## src/rtl/btn_conditioner_pkg.sv

```systemverilog
// Shared definitions for the tug-of-war input stage: the debounce FSM encoding
// and the default debounce length.
package tow_pkg;

  localparam int DEBOUNCE_CYC_DEF = 16;

  typedef enum logic [1:0] {
    RELEASED     = 2'd0,
    PRESS_PEND   = 2'd1,
    PRESSED      = 2'd2,
    RELEASE_PEND = 2'd3
  } btn_state_t;

endpackage

```

## src/rtl/btn_conditioner_if.sv

```systemverilog
// Button-conditioner bundle: raw levels and enable in, pulses and levels out,
// plus the per-channel FSM state for observation.
interface btn_conditioner_if #(
  parameter int NUM_BTN = 2
);
  // No handshake: press_pulse is a one-cycle strobe the consumer must take on
  // the cycle it is high; btn_level is a plain level. en gates pulses only.
  logic [NUM_BTN-1:0]      btn_raw;
  logic                    en;
  logic [NUM_BTN-1:0]      press_pulse;
  logic [NUM_BTN-1:0]      btn_level;
  logic [NUM_BTN-1:0][1:0] dbg_state;

  modport master (
    output btn_raw, en,
    input  press_pulse, btn_level, dbg_state
  );

  modport slave (
    input  btn_raw, en,
    output press_pulse, btn_level, dbg_state
  );
endinterface

```

## src/rtl/btn_conditioner_debounce_ch.sv

```systemverilog
// One button channel: two-flop synchroniser, stability counter and
// press/release FSM producing a single-cycle press pulse and a debounced level.
module btn_debounce_ch
  import tow_pkg::*;
#(
  parameter  int DEBOUNCE_CYC = DEBOUNCE_CYC_DEF,
  localparam int CNT_W        = $clog2(DEBOUNCE_CYC + 1)
) (
  input  logic       clk,
  input  logic       rst,
  input  logic       i_btn_raw,
  input  logic       i_en,
  output logic       o_pulse,
  output logic       o_level,
  output logic [1:0] o_state
);

  localparam logic [CNT_W-1:0] CNT_LAST = CNT_W'(DEBOUNCE_CYC - 1);
  localparam logic [CNT_W-1:0] CNT_ONE  = CNT_W'(1);

  logic             r_sync1;
  logic             r_sync2;
  btn_state_t       r_state;
  logic [CNT_W-1:0] r_cnt;
  logic             r_pulse;
  logic             r_level;

  btn_state_t       w_state_nxt;
  logic [CNT_W-1:0] w_cnt_nxt;
  logic             w_pulse_nxt;
  logic             w_level_nxt;

  always_ff @(posedge clk) begin
    if (rst) begin
      r_sync1 <= 1'b0;
      r_sync2 <= 1'b0;
      r_state <= RELEASED;
      r_cnt   <= '0;
      r_pulse <= 1'b0;
      r_level <= 1'b0;
    end else begin
      r_sync1 <= i_btn_raw;
      r_sync2 <= r_sync1;
      r_state <= w_state_nxt;
      r_cnt   <= w_cnt_nxt;
      r_pulse <= w_pulse_nxt;
      r_level <= w_level_nxt;
    end
  end

  // The pulse is decided on the accepting edge only, so a later rise of en
  // can never produce a deferred pulse.
  always_comb begin
    w_state_nxt = r_state;
    w_cnt_nxt   = r_cnt;
    w_pulse_nxt = 1'b0;
    case (r_state)
      RELEASED: begin
        if (r_sync2) begin
          w_state_nxt = PRESS_PEND;
          w_cnt_nxt   = CNT_ONE;
        end
      end
      PRESS_PEND: begin
        if (!r_sync2) begin
          w_state_nxt = RELEASED;
          w_cnt_nxt   = '0;
        end else if (r_cnt == CNT_LAST) begin
          w_state_nxt = PRESSED;
          w_cnt_nxt   = '0;
          w_pulse_nxt = i_en;
        end else begin
          w_cnt_nxt = r_cnt + CNT_ONE;
        end
      end
      PRESSED: begin
        if (!r_sync2) begin
          w_state_nxt = RELEASE_PEND;
          w_cnt_nxt   = CNT_ONE;
        end
      end
      RELEASE_PEND: begin
        if (r_sync2) begin
          w_state_nxt = PRESSED;
          w_cnt_nxt   = '0;
        end else if (r_cnt == CNT_LAST) begin
          w_state_nxt = RELEASED;
          w_cnt_nxt   = '0;
        end else begin
          w_cnt_nxt = r_cnt + CNT_ONE;
        end
      end
      default: begin
        w_state_nxt = RELEASED;
        w_cnt_nxt   = '0;
      end
    endcase
    w_level_nxt = (w_state_nxt == PRESSED) || (w_state_nxt == RELEASE_PEND);
  end

  assign o_pulse = r_pulse;
  assign o_level = r_level;
  assign o_state = r_state;

endmodule

```

## src/rtl/btn_conditioner.sv

```systemverilog
// Conditions NUM_BTN asynchronous player buttons into clean press pulses and
// debounced levels; channels are independent and share only the enable.
module btn_conditioner
  import tow_pkg::*;
#(
  parameter int NUM_BTN      = 2,
  parameter int DEBOUNCE_CYC = DEBOUNCE_CYC_DEF
) (
  input logic              clk,
  input logic              rst,
  btn_conditioner_if.slave bus
);

  for (genvar g = 0; g < NUM_BTN; g++) begin : g_ch
    btn_debounce_ch #(
      .DEBOUNCE_CYC(DEBOUNCE_CYC)
    ) u_ch (
      .clk       (clk),
      .rst       (rst),
      .i_btn_raw (bus.btn_raw[g]),
      .i_en      (bus.en),
      .o_pulse   (bus.press_pulse[g]),
      .o_level   (bus.btn_level[g]),
      .o_state   (bus.dbg_state[g])
    );
  end

endmodule
```

## src/flat_wrapper.sv

```systemverilog
// flat-port wrapper written by rule: the top's interface ports become plain ports
module btn_conditioner_flat import tow_pkg::*;
#(
  parameter int NUM_BTN      = 2,
  parameter int DEBOUNCE_CYC = DEBOUNCE_CYC_DEF
)
  (clk, rst, bus_btn_raw, bus_en, bus_press_pulse, bus_btn_level, bus_dbg_state);
  btn_conditioner_if #(.NUM_BTN(NUM_BTN)) bus_i ();
  input logic clk;
  input logic rst;
  input wire logic [$bits(bus_i.btn_raw)-1:0] bus_btn_raw;
  input wire logic [$bits(bus_i.en)-1:0] bus_en;
  output wire logic [$bits(bus_i.press_pulse)-1:0] bus_press_pulse;
  output wire logic [$bits(bus_i.btn_level)-1:0] bus_btn_level;
  output wire logic [$bits(bus_i.dbg_state)-1:0] bus_dbg_state;
  assign bus_i.btn_raw = bus_btn_raw;
  assign bus_i.en = bus_en;
  assign bus_press_pulse = bus_i.press_pulse;
  assign bus_btn_level = bus_i.btn_level;
  assign bus_dbg_state = bus_i.dbg_state;
  btn_conditioner #(.NUM_BTN(NUM_BTN), .DEBOUNCE_CYC(DEBOUNCE_CYC)) u_core (.clk(clk), .rst(rst), .bus(bus_i));
endmodule
```

## config.mk

```make
export PLATFORM = sky130hd
export DESIGN_NAME = btn_conditioner_flat
export DESIGN_NICKNAME = d
export VERILOG_FILES = /design/src/rtl/btn_conditioner_pkg.sv /design/src/rtl/btn_conditioner_if.sv /design/src/rtl/btn_conditioner_debounce_ch.sv /design/src/rtl/btn_conditioner.sv /design/src/flat_wrapper.sv
export SDC_FILE = /design/constraint.sdc
export NUM_CORES = 1
export LEC_CHECK = 0
export ABC_AREA = 1
export CELL_PAD_IN_SITES_DETAIL_PLACEMENT = 1
export CELL_PAD_IN_SITES_GLOBAL_PLACEMENT = 1
export CORE_MARGIN = 10
export CORE_UTILIZATION = 45
export DETAILED_ROUTE_END_ITERATION = 10
export DONT_BUFFER_PORTS = 1
export PLACE_DENSITY = 0.81
export SLEW_MARGIN = 10
export SYNTH_ARGS = -nofsm -noshare
export SYNTH_HDL_FRONTEND = slang
export SYNTH_SLANG_ARGS = --single-unit
```

## constraint.sdc

```tcl
create_clock -name clk -period 1.7 [get_ports clk]
set_input_delay 0.255 -clock clk [delete_from_list [all_inputs] [get_ports clk]]
set_output_delay 0.255 -clock clk [all_outputs]
set_load 0.05 [all_outputs]
```

==> key figures <==
Placed design
  • Port Buffers: 0
  • Detail Placement HPWL: 1644 um
  • RePlAce Congestion: 0.7636

Layout
  • Antenna diodes: 0
  • Area occupied by multi-input gates: 421.7 um2
  • Nets: 137
  • Layout area overhead: 8.961%
  • Filler cells: 266
  • Reg area: 440.4 um2
  • Layout cells sized above 1: 18.60%

Critical path
  • Arr. time, crit path: 1090 ps
  • Setup crit start kind: flip-flop
  • CP Max Fanout: 6
  • Reg2reg start: u_core.g_ch[1].u_ch.r_cnt[0]
  • Slowest cell on crit path: dfxtp_1
  • Crit Path Class: flip-flop to output pin
  • CP cell instances: buf_4
  • R2R setup slack: 430 ps
  • R2R depth: 6
  • Critical path endpoint category: output pin
  • Buf+Inv Stages, Crit Path: 1
  • Critical path required time: 1440 ps
  • Critical path's top delay family: flip-flops
  • Reg2Reg Capture Point: u_core.g_ch[1].u_ch.o_level
  • Max incr delay on CP: 520 ps

Clock network
  • Maximum clock insertion buffer count: 2
  • Clk slew on worst S/H paths: 130 ps
  • Clk sinks: 22
  • Htree depth: 1
  • Post-CTS sizing: 0
  • CTS tree: built
  • CTS Buf Count: 3
  • Root Buffer: clkbuf_4
  • Later-pin clock latency in the skew report: 300 ps

Timing
  • Max transition margin: 66.44%
  • Worst-margin pin slew: 502.7 ps
  • Final Max Slew Viols: 0
  • Fin crit period: 1344 ps
  • WHS: 37.27 ps
  • Final hold vios: 0
  • Worst Skew: 4.621 ps
  • RSZ-0062 raised after global routing: false
  • Fmax: 0.7442 GHz
  • Setup-failing EPs final: 0
  • Setup TNS: 0 ps
  • Final Cycle Share: 79.04%

Routing
  • Violation count after the first detailed-route iteration: 17
  • Detailed-route DRC error count: 0
  • Number of routed nets with antenna violations: 0
  • Vias post-DR: 790
  • First-pass iteration count of the detailed router: 4
  • Routed WL per cell: 13.73 um
  • Vias per cell: 5.064
  • DRT Wirelength: 2142 um

Synth
  • Total number of yosys warnings: 0
  • Syn_nets: 131
  • Post-synthesis sequential area ratio: 45.71%
  • Seq cells post-synth: 22
  • Top post-synthesis cells by area: dfxtp_1 (46%), nand2_1 (10%), inv_1 (6.6%)
  • Synth area leader: dfxtp_1
  • Cell count after synthesis: 124
  • Count leader, synth: nand2_1
  • Syn_area_per_cell: 7.770 um2
  • Share of synthesized registers carrying an async set or reset: 0%
  • Post-synth top cells: nand2_1 (26), dfxtp_1 (22), inv_1 (17), nor2_1 (11), a21oi_1 (10)
  • Number of flops mapped to enable cells by yosys: 0
  • Most used flip-flop cell after synthesis: dfxtp_1
  • Cell variety after synth: 23
  • Synth Cell Area: 963.4 um2
  • Synth top area share: 45.71%

Floorplanning
  • Initial Util: 48.12%
  • Core area: 0.002002 mm2
  • I/O pin total: 13
  • Die width: 66.27 um
  • DIE HEIGHT: 66.27 um
  • Number of cell rows: 16
  • Die ar.: 0.004392 mm2

GRT
  • Vias in the first global route: 867
  • Initial antenna violation count: 0
  • Pin count of the biggest net entering global routing: 13
  • First-pass GRT wire length: 3767 um
  • Grt ovf: 0
  • Total GRT Usage: 10.96%

Power and ir drop
  • VDD IR max: 0.0003755 V
  • Leakage power: 0.4249 nW
  • Pwr/cell area: 829.0 mW/mm2

Status
  • Status: finished clean

Hold path
  • Hold depth: 2
  • Min-Delay Path Class: input port to flip-flop
  • Hold Path Origin: bus_btn_raw[0]
  • Hold worst-path end: u_core.g_ch[0].u_ch.r_sync1

Flow run
  • Max cap viols: 0
[final cells by class]
type	instances	share of cell area [%]
timing repair buffer	6	4.768
sequential	22	41.95
multi-input combinational	79	40.17
inverter	18	6.436
tap	27	3.218
clock buffer	4	3.456
[through the flow]
step	total power, mW	setup slack [ps]	std cells	instance area [um2]	utilization [%]
3_5_place_dp	0.5842	439.1	150	993.5	49.63
4_1_cts	0.8775	335.9	155	1040	51.94
6_report	0.8702	356.2	156	1050	52.44
2_1_floorplan	0.5758	392.8	124	963.4	-
5_1_grt	0.9183	295.1	156	1050	52.44
3_3_place_gp	0.5822	517.9	150	993.5	49.63
[registers in the layout, indices dropped and copies added (netlist names)]
name / flops
u_core.g_ch.u_ch.r_sync2: 2
u_core.g_ch.u_ch.o_level: 2
u_core.g_ch.u_ch.r_sync1: 2
u_core.g_ch.u_ch.o_pulse: 2
u_core.g_ch.u_ch.r_cnt: 10
u_core.g_ch.u_ch.o_state: 4
[metal layers]
metal  wire length (um)  part of all wire [%]  vias up  GRT usage [%]
met4                 28                   1.3        0          6.806
met2               1213                    57       10          20.45
met1                841                    39      381          10.47
met3                 58                   2.7        4          2.542
li1                   -                     -      395              -
met5                  0                     0        -              0
[report_power, final]
group,internal (mW),total [mW],switching [mW],leakage [nW]
Sequential,0.524,0.532,0.00788,0.178
Clock,0.131,0.290,0.160,0.0210
Combinational,0.0160,0.0481,0.0320,0.225
Total,0.670,0.870,0.200,0.425
[worst max-delay path by stage]
stage / cells past startpoint / endpoint / slack [ps] / from
4_1_cts: 1 / bus_dbg_state[2] / 340 / u_core.g_ch[1].u_ch.o_state[0]
5_1_grt: 1 / bus_dbg_state[2] / 300 / u_core.g_ch[1].u_ch.o_state[0]
3_5_place_dp: 6 / u_core.g_ch[1].u_ch.o_level / 440 / u_core.g_ch[1].u_ch.r_cnt[0]
6_report: 1 / bus_dbg_state[2] / 360 / u_core.g_ch[1].u_ch.o_state[0]
2_1_floorplan: 4 / u_core.g_ch[0].u_ch.r_cnt[3] / 390 / u_core.g_ch[0].u_ch.o_state[1]
3_3_place_gp: 6 / u_core.g_ch[1].u_ch.o_level / 520 / u_core.g_ch[1].u_ch.r_cnt[0]
[layout by cell type, fill, tap and decap left out, types with 2 or more instances in the layout]
cell type      synthesis  layout
o21ai_0                4       4
buf_4                  4       4
dfxtp_1               22      22
dlygate4sd3_1          0       2
nand2_1               26      26
a21oi_1               10      10
nand3_1                4       4
nand2_2                6       6
clkbuf_4               0       3
nand4_1                2       2
ha_1                   2       2
nor2_4                 3       3
nor2_1                11      11
nor3_1                 3       3
inv_1                 17      17
[what timing repair did]
| item | 4_1_cts | 5_1_grt |
|---|---|---|
| hold buffers | 1 | 1 |
| endpoints found under the hold margin | 8 | 2 |
| buffers inserted | 0 | 0 |
| setup endpoints to repair | 0 | 0 |
[kinds of logic (layout without fill, tap and decap cells)]
family / count (synthesis) / in the layout / synth area share [%]
AO/OA/AOI/OAI: 17 / 17 / 9.611
adder cells (fa/ha/maj): 2 / 2 / 2.597
buffers and inverters: 23 / 28 / 10.52
flip-flops: 22 / 22 / 45.71
AND/OR/NAND/NOR: 60 / 60 / 31.56
No activity file was read; power rests on OpenSTA's default activity.
